===== src/rtl/pixel_fb_writer.sv =====
// Pixel-plot sink: buffers plot requests, clips off-screen pixels and writes the
// framebuffer one pixel per cycle; also sweeps the whole screen to a clear colour.
module pixel_fb_writer #(
  parameter int XW    = 8,
  parameter int YW    = 7,
  parameter int CW    = 9,
  parameter int SCR_W = 160,
  parameter int SCR_H = 120,
  parameter int AW    = 15,
  parameter int DEPTH = 4
) (
  input  logic          clk,
  input  logic          reset,
  input  logic          plot,
  input  logic [XW-1:0] x,
  input  logic [YW-1:0] y,
  input  logic [CW-1:0] colour,
  output logic          ready,
  input  logic          clear,
  input  logic [CW-1:0] bg_colour,
  output logic          busy,
  output logic          clear_done,
  output logic [AW-1:0] fb_addr,
  output logic [CW-1:0] fb_data,
  output logic          fb_wren,
  output logic [7:0]    clip_cnt
);

  localparam int PW = $clog2(DEPTH);
  localparam logic [AW-1:0] SCR_W_A = AW'(SCR_W);
  localparam logic [AW-1:0] LAST    = AW'(SCR_W * SCR_H - 1);
  localparam logic [XW:0]   X_LIM   = (XW+1)'(SCR_W);
  localparam logic [YW:0]   Y_LIM   = (YW+1)'(SCR_H);
  localparam logic [PW:0]   FULL    = (PW+1)'(DEPTH);

  typedef struct packed {
    logic [XW-1:0] x;
    logic [YW-1:0] y;
    logic [CW-1:0] colour;
  } pix_t;

  typedef enum logic [1:0] {IDLE, DRAIN, CLEAR} state_t;

  state_t        state, state_nx;
  pix_t          mem [DEPTH];
  pix_t          head;
  logic [PW-1:0] wr_ptr, rd_ptr;
  logic [PW:0]   count, count_nx;
  logic          push, pop, empty, in_range;
  logic [AW-1:0] sweep;
  logic [CW-1:0] bg;

  logic          wren_nx, clip_inc;
  logic [AW-1:0] addr_nx;
  logic [CW-1:0] data_nx;

  assign push     = plot && ready;
  assign empty    = (count == '0);
  // DRAIN keeps popping so queued pixels land before the sweep overwrites them
  assign pop      = (state != CLEAR) && !empty;
  assign head     = mem[rd_ptr];
  assign count_nx = count + (PW+1)'(push) - (PW+1)'(pop);
  assign in_range = ({1'b0, head.x} < X_LIM) && ({1'b0, head.y} < Y_LIM);

  always_comb begin
    state_nx = state;
    case (state)
      IDLE:    if (clear) state_nx = DRAIN;
      DRAIN:   if (empty) state_nx = CLEAR;
      CLEAR:   if (sweep == LAST) state_nx = IDLE;
      default: state_nx = IDLE;
    endcase
  end

  always_comb begin
    wren_nx  = 1'b0;
    addr_nx  = fb_addr;
    data_nx  = fb_data;
    clip_inc = 1'b0;
    if (state == CLEAR) begin
      wren_nx = 1'b1;
      addr_nx = sweep;
      data_nx = bg;
    end else if (pop) begin
      if (in_range) begin
        wren_nx = 1'b1;
        addr_nx = AW'(head.y) * SCR_W_A + AW'(head.x);
        data_nx = head.colour;
      end else begin
        clip_inc = 1'b1;
      end
    end
  end

  always_ff @(posedge clk or posedge reset) begin
    if (reset) state <= IDLE;
    else       state <= state_nx;
  end

  always_ff @(posedge clk) begin
    if (push) mem[wr_ptr] <= {x, y, colour};
  end

  always_ff @(posedge clk or posedge reset) begin
    if (reset) begin
      wr_ptr     <= '0;
      rd_ptr     <= '0;
      count      <= '0;
      sweep      <= '0;
      bg         <= '0;
      ready      <= 1'b0;
      busy       <= 1'b0;
      clear_done <= 1'b0;
      fb_wren    <= 1'b0;
      fb_addr    <= '0;
      fb_data    <= '0;
      clip_cnt   <= '0;
    end else begin
      if (push) wr_ptr <= wr_ptr + 1'b1;
      if (pop)  rd_ptr <= rd_ptr + 1'b1;
      count <= count_nx;
      if (state == IDLE && clear) bg <= bg_colour;
      if (state == CLEAR) sweep <= sweep + 1'b1;
      else                sweep <= '0;
      // ready is registered from next-state values so it never depends on plot
      ready      <= (state_nx == IDLE) && (count_nx != FULL);
      busy       <= (state_nx != IDLE);
      clear_done <= (state == CLEAR) && (state_nx == IDLE);
      fb_wren    <= wren_nx;
      fb_addr    <= addr_nx;
      fb_data    <= data_nx;
      if (clip_inc && clip_cnt != 8'hFF) clip_cnt <= clip_cnt + 8'd1;
    end
  end

endmodule


===== config.mk =====
export PLATFORM = sky130hd
export DESIGN_NAME = pixel_fb_writer
export DESIGN_NICKNAME = d
export VERILOG_FILES = /design/src/rtl/pixel_fb_writer.sv
export SDC_FILE = /design/constraint.sdc
export NUM_CORES = 1
export LEC_CHECK = 0
export ABC_CLOCK_PERIOD_IN_PS = 7300
export BUFFER_PORTS_ARGS = -buffer_cell sky130_fd_sc_hd__buf_2
export CAP_MARGIN = 25
export CORE_AREA = 2 2 197 151
export DETAILED_ROUTE_END_ITERATION = 8
export DIE_AREA = 0 0 199 153
export SLEW_MARGIN = 20
export SYNTH_ARGS = -nofsm -noshare
export SYNTH_HDL_FRONTEND = slang
export SYNTH_SLANG_ARGS = --single-unit

===== constraint.sdc =====
create_clock -name clk -period 7.3 [get_ports clk]
set_input_delay 1.46 -clock clk [delete_from_list [all_inputs] [get_ports clk]]
set_output_delay 1.46 -clock clk [all_outputs]
set_load 0.01 [all_outputs]

# Word-level counts from Yosys, hierarchy flattened
# Memory sizes are Yosys's and may differ from the RTL's.
# Cells that the tools add are included.
[classes]
magnitude_cmp = 2
n_mul = 1
n_eq_ne = 6
mux = 19
reduce_logical = 15
addsub = 7
[ops]
columns = ["operator", "count"]
rows = [
  ["$mux 15", 4],
  ["$mux 9", 3],
  ["$add 15x1->15 const B", 1],
  ["$add 15x8->15", 1],
  ["$eq 15x15->1 const B", 1],
  ["$mul 7x3->10 const B", 1],
  ["$add 8x1->8 const B", 1],
  ["$lt 8x8->1 const B", 1],
  ["$mux 1", 8],
  ["$ne 8x8->1 const B", 1],
  ["$logic_and 1x1->1", 7],
  ["$lt 7x7->1 const B", 1],
  ["$mux 2", 3],
  ["$pmux 2 s3", 1],
  ["$reduce_bool 2->1", 3],
  ["$add 2x1->2 const B", 2],
  ["$logic_not 2->1", 2],
  ["$add 3x1->3", 1],
  ["$logic_not 3->1", 1],
  ["$ne 3x3->1 const B", 1],
  ["$sub 3x1->3", 1],
  ["$eq 2x1->1 const B", 1],
  ["$eq 2x2->1 const B", 1],
  ["$ne 2x2->1 const B", 1],
  ["other kinds (2)", 2],
]
[totals]
output_inout_bits = 36
ff_bits = 69
ram_bits = 96
mem_count = 1
[memory_table]
columns = ["name", "words", "word_bits", "read_ports", "rd_clocked_by_memory_dff", "write_ports", "line_no", "source"]
rows = [
  ["mem", 4, 24, 1, 0, 1, "45", "pix_t mem [DEPTH];"],
]

# Depth between registers and ports, before layout
# Gate-level depths: netlist of the first run.
# An unclocked memory read counts as a cell.
[logic_depth]
depth_word = 7
mapped_depth = 14
depth_no_buf = 11

# Worst setup path before layout of the first run
# OpenSTA, ideal clock, no wires.
[synth_path]
kind = "flip-flop to flip-flop"
from = "register rd_ptr[0]"
to = "register fb_addr[14]"
required_ns = 7.233
setup_ns = 0.067
setup_slack_ns = 3.484
arrival_ns = 3.749
period_less_slack_ns = 3.816
stages_incl_launch_ff = 15
cell_sequence = "dfrtp_1 > buf_6 > buf_2 > buf_2 > mux4_2 > ha_1 > ha_1 > inv_1 > fa_1 > xnor2_1 > o2111ai_1 > nor3_1 > a41oi_1 > a221oi_1 > a221o_1"
[synth_via]
elab_chain_len = 6
elab_cells_between_ends = 11
[synth_lines]
columns = ["item", "line_no", "source"]
rows = [
  ["start, declared", "47", "logic [PW-1:0] wr_ptr, rd_ptr;"],
  ["start signal, assigned", "120", "if (pop) rd_ptr <= rd_ptr + 1'b1;"],
  ["$mem_v2 4x24 *", "-", ""],
  ["$mul 7x3->10", "87", "addr_nx = AW'(head.y) * SCR_W_A + AW'(head.x);"],
  ["$add 15x8->15", "87", ""],
  ["$mux 15", "85", "if (in_range) begin"],
  ["$mux 15", "84", "end else if (pop) begin"],
  ["$mux 15", "80", "if (state == CLEAR) begin"],
  ["end signal, assigned", "130", "fb_addr <= addr_nx;"],
  ["end, declared", "23", "output logic [AW-1:0] fb_addr,"],
]
# Every way passes the cells marked *; elsewhere a longest branch is shown, timed or not. The select of a mux whose other input is x is not followed.
# A chain may end at the register's enable or synchronous reset.

# Final worst setup path of the first run
# Ends and elaborated chain as after synthesis.

==> metrics.txt, run 1 <==
outcome completed; CP Launch Type register; Leak 3.31 nW; nets@finish 592; fin crit share 59.4%; # Post-CTS Setup Buffers 0; worst path bufs/invs 2; Relative slew margins 44.3%; Hold EP fb_addr[0]; critical path type reg -> reg; H-tree Lvls 4; placer congestion estimate 0.706; RR Startpoint rd_ptr[0]; most common cell after layout, fill and taps aside edfxtp_1; Critical Path Max Stage Delay 840 ps; share of layout cells above drive strength 1 29.2%; largest net degree at the start of global routing 70; Post-synth EDFFs 96; Post-CTS Resized 0; worst endpoint required time 7660 ps; Total Routing Usage GR 11.0%; routed vias/inst 4.33; reg2reg path depth 12; Final Setup Violations 0; reg2reg end fb_addr[14]; yosys warns 0; synthesized net count 508; Gate Count Post-Synth 447; Final Max Tran Viols 0; FMAX 0.231 GHz; CP max-delay cell dfrtp_1; Total Wirelength 15.6 mm; asr flop ratio synth 41.8%; pwr/cell area 456 nW/um^2; DRT iter0 DRCs 277; flops & latches, synth 165; Layout Utilization 29.9%; first-pass detailed-route iteration total 4; Num Clock Sinks 165; CP cell instances buf_4 -> mux4_2 -> ha_1 -> ha_1 -> inv_1 -> fa_1 -> xnor2_1 -> o2111ai_1 -> o41ai_1 -> o21ai_0 -> a221oi_1 -> a221o_1; grt total ovfl 0; Worst path depth 12; DRC 0; post-DR wirelength/cell 16.7 um; RSZ-0062 raised after global routing false; Vert. Die Dim 153 um; setup TNS 0 ps; Crit. End Element register; clock transition at the registers of the reported paths 70 ps; Num CTS Buffers 17; initial cell density of the core 24.6%; cell types occupying the most area after synthesis edfxtp_1, dfrtp_1, mux4_2; Layout area overhead 21.4%; hold buffer count at cts 0; Post-Syn Area 7030 sq um; vias in the first global route 4264; Tmin final 4340 ps; initial antenna violation count 5; row cnt 54; sequential share of the synthesized area 65.6%; DIE WIDTH 199 um; full die area 30400 sq um; Crit path arrival time 4690 ps; flop2flop setup slack 2960 ps; first-pass GRT wire length 25.0 mm; I/O Buffers 72; hpwl dp 10.6 mm; Clock Latency Late Sink 420 ps; hold path startpoint fb_addr[0]; worst slew pin tran 834 ps; CTS tree built; Synth Flop Type edfxtp_1; class of the worst hold path reg -> reg; CP top delay family compound AO/OA/AOI/OAI gates; vias 4066; Clock Path Buffers 2; Worst Path Max Fanout 14; final hold viol count 0; max_cap viols 0; Core Area 28600 sq um; post-route ant nets 0; Synth top area share 41.0%; Syn Area/Cell 15.7 sq um; Clk Tree Root Cell clkbuf_16; most frequent CP cell ha_1; Peak VDD IR 0.196 mV; Clock Skews 8.10 ps; area leader, netlist edfxtp_1; count of different cell masters after synthesis 48; IO Pins 73; most frequent cells in the layout edfxtp_1, buf_2, dfrtp_1; hold path depth 2
-- per-layer routing --
metal | up-vias | part of all wire (%) | track usage, %
li1 | 1888 | - | -
met5 | - | 0.13 | 0
met3 | 12 | 6.3 | 3.51
met1 | 2076 | 49 | 15.5
met2 | 86 | 44 | 16.2
met4 | 4 | 0.56 | 2.77
-- stage by stage --
| step | power, mW | hold WS [ps] | setup WS [ps] | instance area (sq um) | std cells |
|---|---|---|---|---|---|
| 3_3_place_gp | 2.95 | 465 | 3030 | 7860 | 902 |
| 4_1_cts | 3.94 | 486 | 2880 | 8500 | 935 |
| 6_report | 3.89 | 487 | 2960 | 8530 | 939 |
| 3_5_place_dp | 2.98 | 470 | 2880 | 7870 | 903 |
| 5_1_grt | 4.19 | 527 | 2530 | 8530 | 936 |
| 2_1_floorplan | 2.55 | 454 | 3480 | 7030 | 447 |
-- sequential cells by signal, summed over array words and instances (netlist names), 3 cells and up --
name / count
count: 3
fb_data: 9
fb_addr: 15
sweep: 15
clip_cnt: 8
bg: 9
mem: 96
-- tightest hold or removal path, stage by stage (launching register included) --
cell,delay (ps)
dfrtp_1,350
nand2_1,50
o21ai_0,60
-- synthesized netlist by cell type, types with 10 or more instances --
cell / instances
xnor2_1: 19
xor2_1: 12
nand2_1: 16
mux2_2: 11
clkbuf_1: 10
a221o_1: 20
inv_1: 18
ha_1: 21
nor2_1: 25
dfrtp_1: 69
mux4_2: 24
and3_1: 20
edfxtp_1: 96
o21ai_0: 10
-- cell type report --
class | instances | area (sq um)
multi-input combinational | 246 | 2260
clock inverter | 15 | 206
inverter | 18 | 67.6
sequential | 165 | 4610
clock buffer | 17 | 425
timing repair buffer | 83 | 463
tap | 392 | 490
fill | 2828 | 20000
antenna | 3 | 7.51
-- cell families after synthesis --
group                      Yosys count  share of synthesized area, %
and+or+nand+nor                     99                          7.28
xor gates and xnor gates            31                          3.86
adders and majority gates           24                          4.59
muxes                               37                          9.74
DFF                                165                          65.6
buffers and inverters               36                          2.33
AOI/OAI and AO/OA                   55                          6.62
-- where the power goes --
part           leakage (nW)  internal (mW)  switching [mW]
registers              1.73           1.19           0.145
clock network         0.309          0.528           0.417
logic                  1.27          0.743           0.872
-- how the worst max path moves through the flow --
stage	endpoint	slack [ps]	startpoint
after CTS	fb_addr[14]	2880	rd_ptr[0]
after detailed placement	fb_addr[14]	2880	rd_ptr[0]
after global routing	fb_addr[14]	2530	rd_ptr[0]
after floorplan	fb_addr[14]	3480	rd_ptr[0]
after global placement	fb_addr[14]	3030	rd_ptr[0]
final	fb_addr[14]	2960	rd_ptr[0]
(Power assumes the default switching activity.)
==> run 2: changes to the inputs <==
--- a/config.mk
+++ b/config.mk
@@ -5,12 +5,13 @@
 export SDC_FILE = /design/constraint.sdc
 export NUM_CORES = 1
 export LEC_CHECK = 0
-export ABC_CLOCK_PERIOD_IN_PS = 7300
+export ABC_AREA = 1
+export ABC_CLOCK_PERIOD_IN_PS = 4000
 export BUFFER_PORTS_ARGS = -buffer_cell sky130_fd_sc_hd__buf_2
 export CAP_MARGIN = 25
-export CORE_AREA = 2 2 197 151
+export CORE_AREA = 2 2 202 154
 export DETAILED_ROUTE_END_ITERATION = 8
-export DIE_AREA = 0 0 199 153
+export DIE_AREA = 0 0 204 156
 export SLEW_MARGIN = 20
 export SYNTH_ARGS = -nofsm -noshare
 export SYNTH_HDL_FRONTEND = slang
==> constraint.sdc (replaced) <==
create_clock -name clk -period 4 [get_ports clk]
set_input_delay 0.8 -clock clk [delete_from_list [all_inputs] [get_ports clk]]
set_output_delay 0.8 -clock clk [all_outputs]
set_load 0.01 [all_outputs]
==> metrics.txt, run 2 <==
FMAX 0.323 GHz; full die area 31800 sq um; Clock Latency Late Sink 430 ps; largest register by flop count mem; fin crit share 77.4%; placer congestion estimate 0.788; worst slew pin tran 887 ps; RSZ-0062 raised after global routing false; hold buffer count at cts 0; most frequent cells in the layout nand2_1, edfxtp_1, buf_2; share of layout cells above drive strength 1 14.9%; critical path type reg -> reg; post-route ant nets 0; count of different cell masters after synthesis 35; largest registers mem x96, fb_addr x15, sweep x15; Num CTS Buffers 17; Synth top area share 39.0%; # Post-CTS Setup Buffers 0; routed vias/inst 4.30; CP max-delay cell fa_1; Core Area 29900 sq um; Tmin final 3100 ps; CP top delay family adder cells; Critical Path Max Stage Delay 430 ps; count leader, synth nand2_1; Gate Count Post-Synth 735; Final Max Tran Viols 0; Worst Path Max Fanout 24; Vert. Die Dim 156 um; Total Wirelength 17.4 mm; Peak VDD IR 0.397 mV; row cnt 55; most frequent CP cell nand2_1; setup TNS 0 ps; clock transition at the registers of the reported paths 70 ps; Leak 3.79 nW; flops & latches, synth 165; DIE WIDTH 204 um; synthesized net count 796; initial cell density of the core 24.8%; vias 5253; Post-Syn Area 7390 sq um; Post-DP Area 8220 sq um; Clock Skews 16.1 ps; max_cap viols 0; Synth Flop Type edfxtp_1; H-tree Lvls 4; combinational cell fraction of total power 48.8%; DRT iter0 DRCs 431; fillers 3193; class of the worst hold path in -> async; Post-CTS Resized 0; final hold viol count 0; asr flop ratio synth 41.8%; Clock Path Buffers 2; worst path bufs/invs 2; nets@finish 871; DRC 0; Worst path depth 15; vias in the first global route 5104; Net Sw Frac 43.7%; post-DR wirelength/cell 14.3 um; Total Routing Usage GR 11.5%; outcome completed; CP cell instances buf_4 -> nand2_1 -> a32oi_1 -> ha_1 -> ha_1 -> inv_1 -> fa_1 -> nor2_1 -> nand2_1 -> nor2_1 -> nand3_1 -> nand3_1 -> nand2_1 -> nand2_1 -> nand2_1; Num Clock Sinks 165; sequential power share 30.7%; I/O Buffers 72; sequential share of the synthesized area 62.4%; max reg flops 96; first-pass detailed-route iteration total 5; sw power 3.40 mW; IO Pins 73; n_diodes 0; first-pass GRT wire length 27.9 mm; Crit path arrival time 3410 ps; cell types occupying the most area after synthesis edfxtp_1, dfrtp_1, nand2_1; clock power share 20.5%; Post-synth EDFFs 96; Crit. End Element register; Clk Tree Root Cell clkbuf_16; Layout area overhead 18.8%; grt total ovfl 0; initial antenna violation count 0; Relative slew margins 40.8%; pwr/cell area 887 nW/um^2; Final Setup Violations 0; yosys warns 0; worst endpoint required time 4310 ps; post-route cell area 8780 sq um; internal power 4.39 mW; area leader, netlist edfxtp_1; hpwl dp 12.0 mm; reg2reg path depth 15; CP Launch Type register; Post-synth top cells nand2_1, edfxtp_1, dfrtp_1; CTS tree built; Syn Area/Cell 10.1 sq um; largest net degree at the start of global routing 43; most common cell after layout, fill and taps aside nand2_1
==> run 2: area by class of cell <==
type | count | area [sq um] | area share [%]
inverters | 69 | 259 | 2.95
flip-flops and latches | 165 | 4610 | 52.5
well taps | 399 | 499 | 5.68
clock buffers | 21 | 450 | 5.13
clock inverters | 11 | 118 | 1.34
repair buffers | 81 | 428 | 4.87
multi-input cells | 476 | 2420 | 27.5
==> run 2: path summary, 6_finish.rpt <==
| kind | from | slack (ps) | endpoint |
|---|---|---|---|
| setup / recovery | rd_ptr[0] | 900 | fb_addr[12] |
| hold / removal | reset | 450 | bg[2] |
| setup reg to reg | rd_ptr[0] | 900 | fb_addr[12] |
| hold reg to reg | fb_addr[5] | 470 | fb_addr[5] |
| max in group asynchronous | reset | 3060 | fb_addr[8] |
| min in group clk | fb_addr[5] | 470 | fb_addr[5] |
==> run 2: routing by layer <==
layer | share of wire [%] | routed length (um) | GRT usage [%] | up-vias
li1 | - | - | - | 2588
met1 | 51 | 8940 | 16.3 | 2534
met2 | 43 | 7510 | 17.0 | 114
met3 | 4.5 | 787 | 3.13 | 17
met4 | 1.2 | 202 | 3.49 | 0
met5 | 0 | 0 | 0 | -
==> run 2: through the flow <==
step / utilization (%) / instances / total power, mW / setup slack (ps) / hold slack (ps)
after CTS: 29.4 / 1222 / 7.85 / 924 / 453
after detailed placement: 27.5 / 1190 / 6.22 / 936 / 458
after global routing: 29.4 / 1222 / 8.53 / 614 / 469
after floorplan: - / 735 / 5.22 / 1040 / 441
after global placement: 27.5 / 1190 / 6.15 / 1070 / 453
final: 29.4 / 1222 / 7.79 / 903 / 446
==> run 2: worst min-delay path: cells and delay by family <==
kind     cells  cell delay [ps]
buf+inv      3              490
==> run 2: power groups by stage <==
stage / combinational, mW / clock (mW) / sequential (mW)
2_1_floorplan: 2.75 / 0 / 2.47
3_3_place_gp: 3.73 / 0 / 2.42
3_5_place_dp: 3.79 / 0 / 2.43
4_1_cts: 3.81 / 1.64 / 2.40
5_1_grt: 4.39 / 1.71 / 2.44
6_report: 3.80 / 1.60 / 2.40
==> run 2: cell families (layout without fill, tap and decap cells) <==
logic type | Yosys count | in the layout | share of synthesized area, %
xor+xnor | 16 | 16 | 1.90
compound gates | 85 | 85 | 6.91
buf+inv | 94 | 182 | 5.18
fa+ha+maj | 24 | 24 | 4.37
simple gates | 351 | 351 | 19.3
flops | 165 | 165 | 62.4
==> run 3: changes to the inputs <==
--- a/config.mk
+++ b/config.mk
@@ -5,13 +5,13 @@
 export SDC_FILE = /design/constraint.sdc
 export NUM_CORES = 1
 export LEC_CHECK = 0
-export ABC_AREA = 1
-export ABC_CLOCK_PERIOD_IN_PS = 4000
+export ABC_AREA = 0
+export ABC_CLOCK_PERIOD_IN_PS = 2850
 export BUFFER_PORTS_ARGS = -buffer_cell sky130_fd_sc_hd__buf_2
 export CAP_MARGIN = 25
-export CORE_AREA = 2 2 202 154
+export CORE_AREA = 2 2 197 151
 export DETAILED_ROUTE_END_ITERATION = 8
-export DIE_AREA = 0 0 204 156
+export DIE_AREA = 0 0 199 153
 export SLEW_MARGIN = 20
 export SYNTH_ARGS = -nofsm -noshare
 export SYNTH_HDL_FRONTEND = slang
==> constraint.sdc (replaced) <==
create_clock -name clk -period 2.85 [get_ports clk]
set_input_delay 0.57 -clock clk [delete_from_list [all_inputs] [get_ports clk]]
set_output_delay 0.57 -clock clk [all_outputs]
set_load 0.01 [all_outputs]
==> metrics.txt, run 3 (synthesis results as in run 1) <==
initial cell density of the core 24.6%; hpwl dp 10.7 mm; initial antenna violation count 8; class of the worst hold path in -> async; most frequent CP cell ha_1; Critical Path Max Stage Delay 560 ps; post-route cell area 8830 sq um; DRC 0; nets@finish 619; Num Clock Sinks 165; CTS tree built; hold buffer count at cts 0; Tmin final 3170 ps; Num CTS Buffers 17; Leak 3.45 nW; worst endpoint required time 3210 ps; IO Pins 73; largest register by flop count mem; vias in the first global route 4111; fin crit share 111%; FMAX 0.316 GHz; share of layout cells above drive strength 1 35.4%; largest registers mem x96, fb_addr x15, sweep x15; PnR worst setup slack -320 ps; CP cell instances mux4_2 -> ha_1 -> ha_1 -> a211oi_2 -> buf_4 -> o2111ai_2 -> o41ai_2 -> o21ai_1 -> a221oi_2 -> a221o_1; post-route ant nets 0; Total Routing Usage GR 10.9%; setup TNS -869 ps; DP Worst Slack -442 ps; Relative slew margins 63.9%; first-pass GRT wire length 24.5 mm; max_cap viols 0; CP Launch Type register; critical path type reg -> reg; Crit path arrival time 3530 ps; Worst Path Max Fanout 7; flop2flop setup slack -320 ps; pwr/cell area 1250 nW/um^2; routed vias/inst 4.22; first-pass detailed-route iteration total 4; failing checks negative setup slack; Post-DP Area 8120 sq um; Vert. Die Dim 153 um; worst path bufs/invs 1; outcome finished, violations left; Clk Tree Root Cell clkbuf_16; Clock Latency Late Sink 430 ps; CP top delay family compound AO/OA/AOI/OAI gates; H-tree Lvls 4; Total Wirelength 15.9 mm; worst slew pin tran 540 ps; Core Area 28600 sq um; DRT iter0 DRCs 207; DIE WIDTH 199 um; clock transition at the registers of the reported paths 70 ps; post-DR wirelength/cell 16.5 um; Final Max Tran Viols 0; most common cell after layout, fill and taps aside edfxtp_1; full die area 30400 sq um; largest net degree at the start of global routing 70; final hold viol count 0; Clock Skews 14.0 ps; fillers 2841; Clock Path Buffers 2; max reg flops 96; RSZ-0062 raised after global routing true; Final Power 11.0 mW; Peak VDD IR 0.658 mV; Crit. End Element register; placer congestion estimate 0.719; Layout area overhead 25.6%; Layout Utilization 30.9%; CP max-delay cell mux4_2; most frequent cells in the layout edfxtp_1, buf_2, dfrtp_1; I/O Buffers 72; row cnt 54; Final Setup Violations 4; vias 4084; grt total ovfl 0
[run 3: cell types whose count changed in the layout (fill, tap and decap cells not counted), moves of 19 or more]
cell and change:
a21oi_1 -26, a221o_1 +20, and3_1 +19, buf_4 +25, inv_1 -51, mux4_2 +24
nand2_1 -210, nand3_1 -29, nor2_1 -37, o21ai_0 -26
[run 3: repair_timing]
item | in CTS | in global routing
setup endpoints to repair | 8 | 23
setup buffers | 1 | 1
pin swaps | 5 | 1
gates cloned | 0 | 1
resized for setup | 6 | 9
[run 3: path summary, 6_finish.rpt]
kind / depth (start not counted) / endpoint / from
max in group asynchronous: 3 / rd_ptr[0] / reset
min reg2reg: 2 / fb_addr[0] / fb_addr[0]
max reg2reg: 10 / fb_addr[14] / rd_ptr[0]
max: 10 / fb_addr[14] / rd_ptr[0]
min in group clk: 1 / mem[3][21] / x[5]
min: 3 / clip_cnt[4] / reset
[run 3: layout make-up]
cell class / instances / area (sq um) / share of cell area (%)
inverters: 18 / 67.6 / 0.766
flip-flops and latches: 165 / 4610 / 52.2
repair buffers: 109 / 658 / 7.46
diodes: 4 / 10.0 / 0.113
clock inverters: 14 / 186 / 2.11
clock buffers: 18 / 429 / 4.86
multi-input cells: 247 / 2370 / 26.9
well taps: 392 / 490 / 5.56
[run 3: where the power goes]
group | switching, mW | total [mW] | internal [mW]
combinational | 2.57 | 5.18 | 2.61
sequential | 0.355 | 3.40 | 3.05
clock | 0.998 | 2.41 | 1.41
[run 3: worst register-to-register path: stages, from the launching register on]
cell	delay, ps
dfrtp_2	480
mux4_2	560
ha_1	330
ha_1	320
a211oi_2	240
buf_4	160
o2111ai_2	160
o41ai_2	290
o21ai_1	140
a221oi_2	280
a221o_1	140
[run 3: layer usage]
metal	track usage (%)	share of wire, %	wire (um)
met1	15.7	48	7580
met2	15.1	44	6960
met3	4.19	7.5	1200
met4	2.77	0.85	135
met5	0	0.23	37
[run 3: stage by stage]
| step | hold slack [ps] | cells |
|---|---|---|
| 3_5_place_dp | 471 | 929 |
| 2_1_floorplan | 454 | 447 |
| 5_1_grt | 240 | 964 |
| 4_1_cts | 232 | 962 |
| 3_3_place_gp | 473 | 929 |
| 6_report | 193 | 967 |
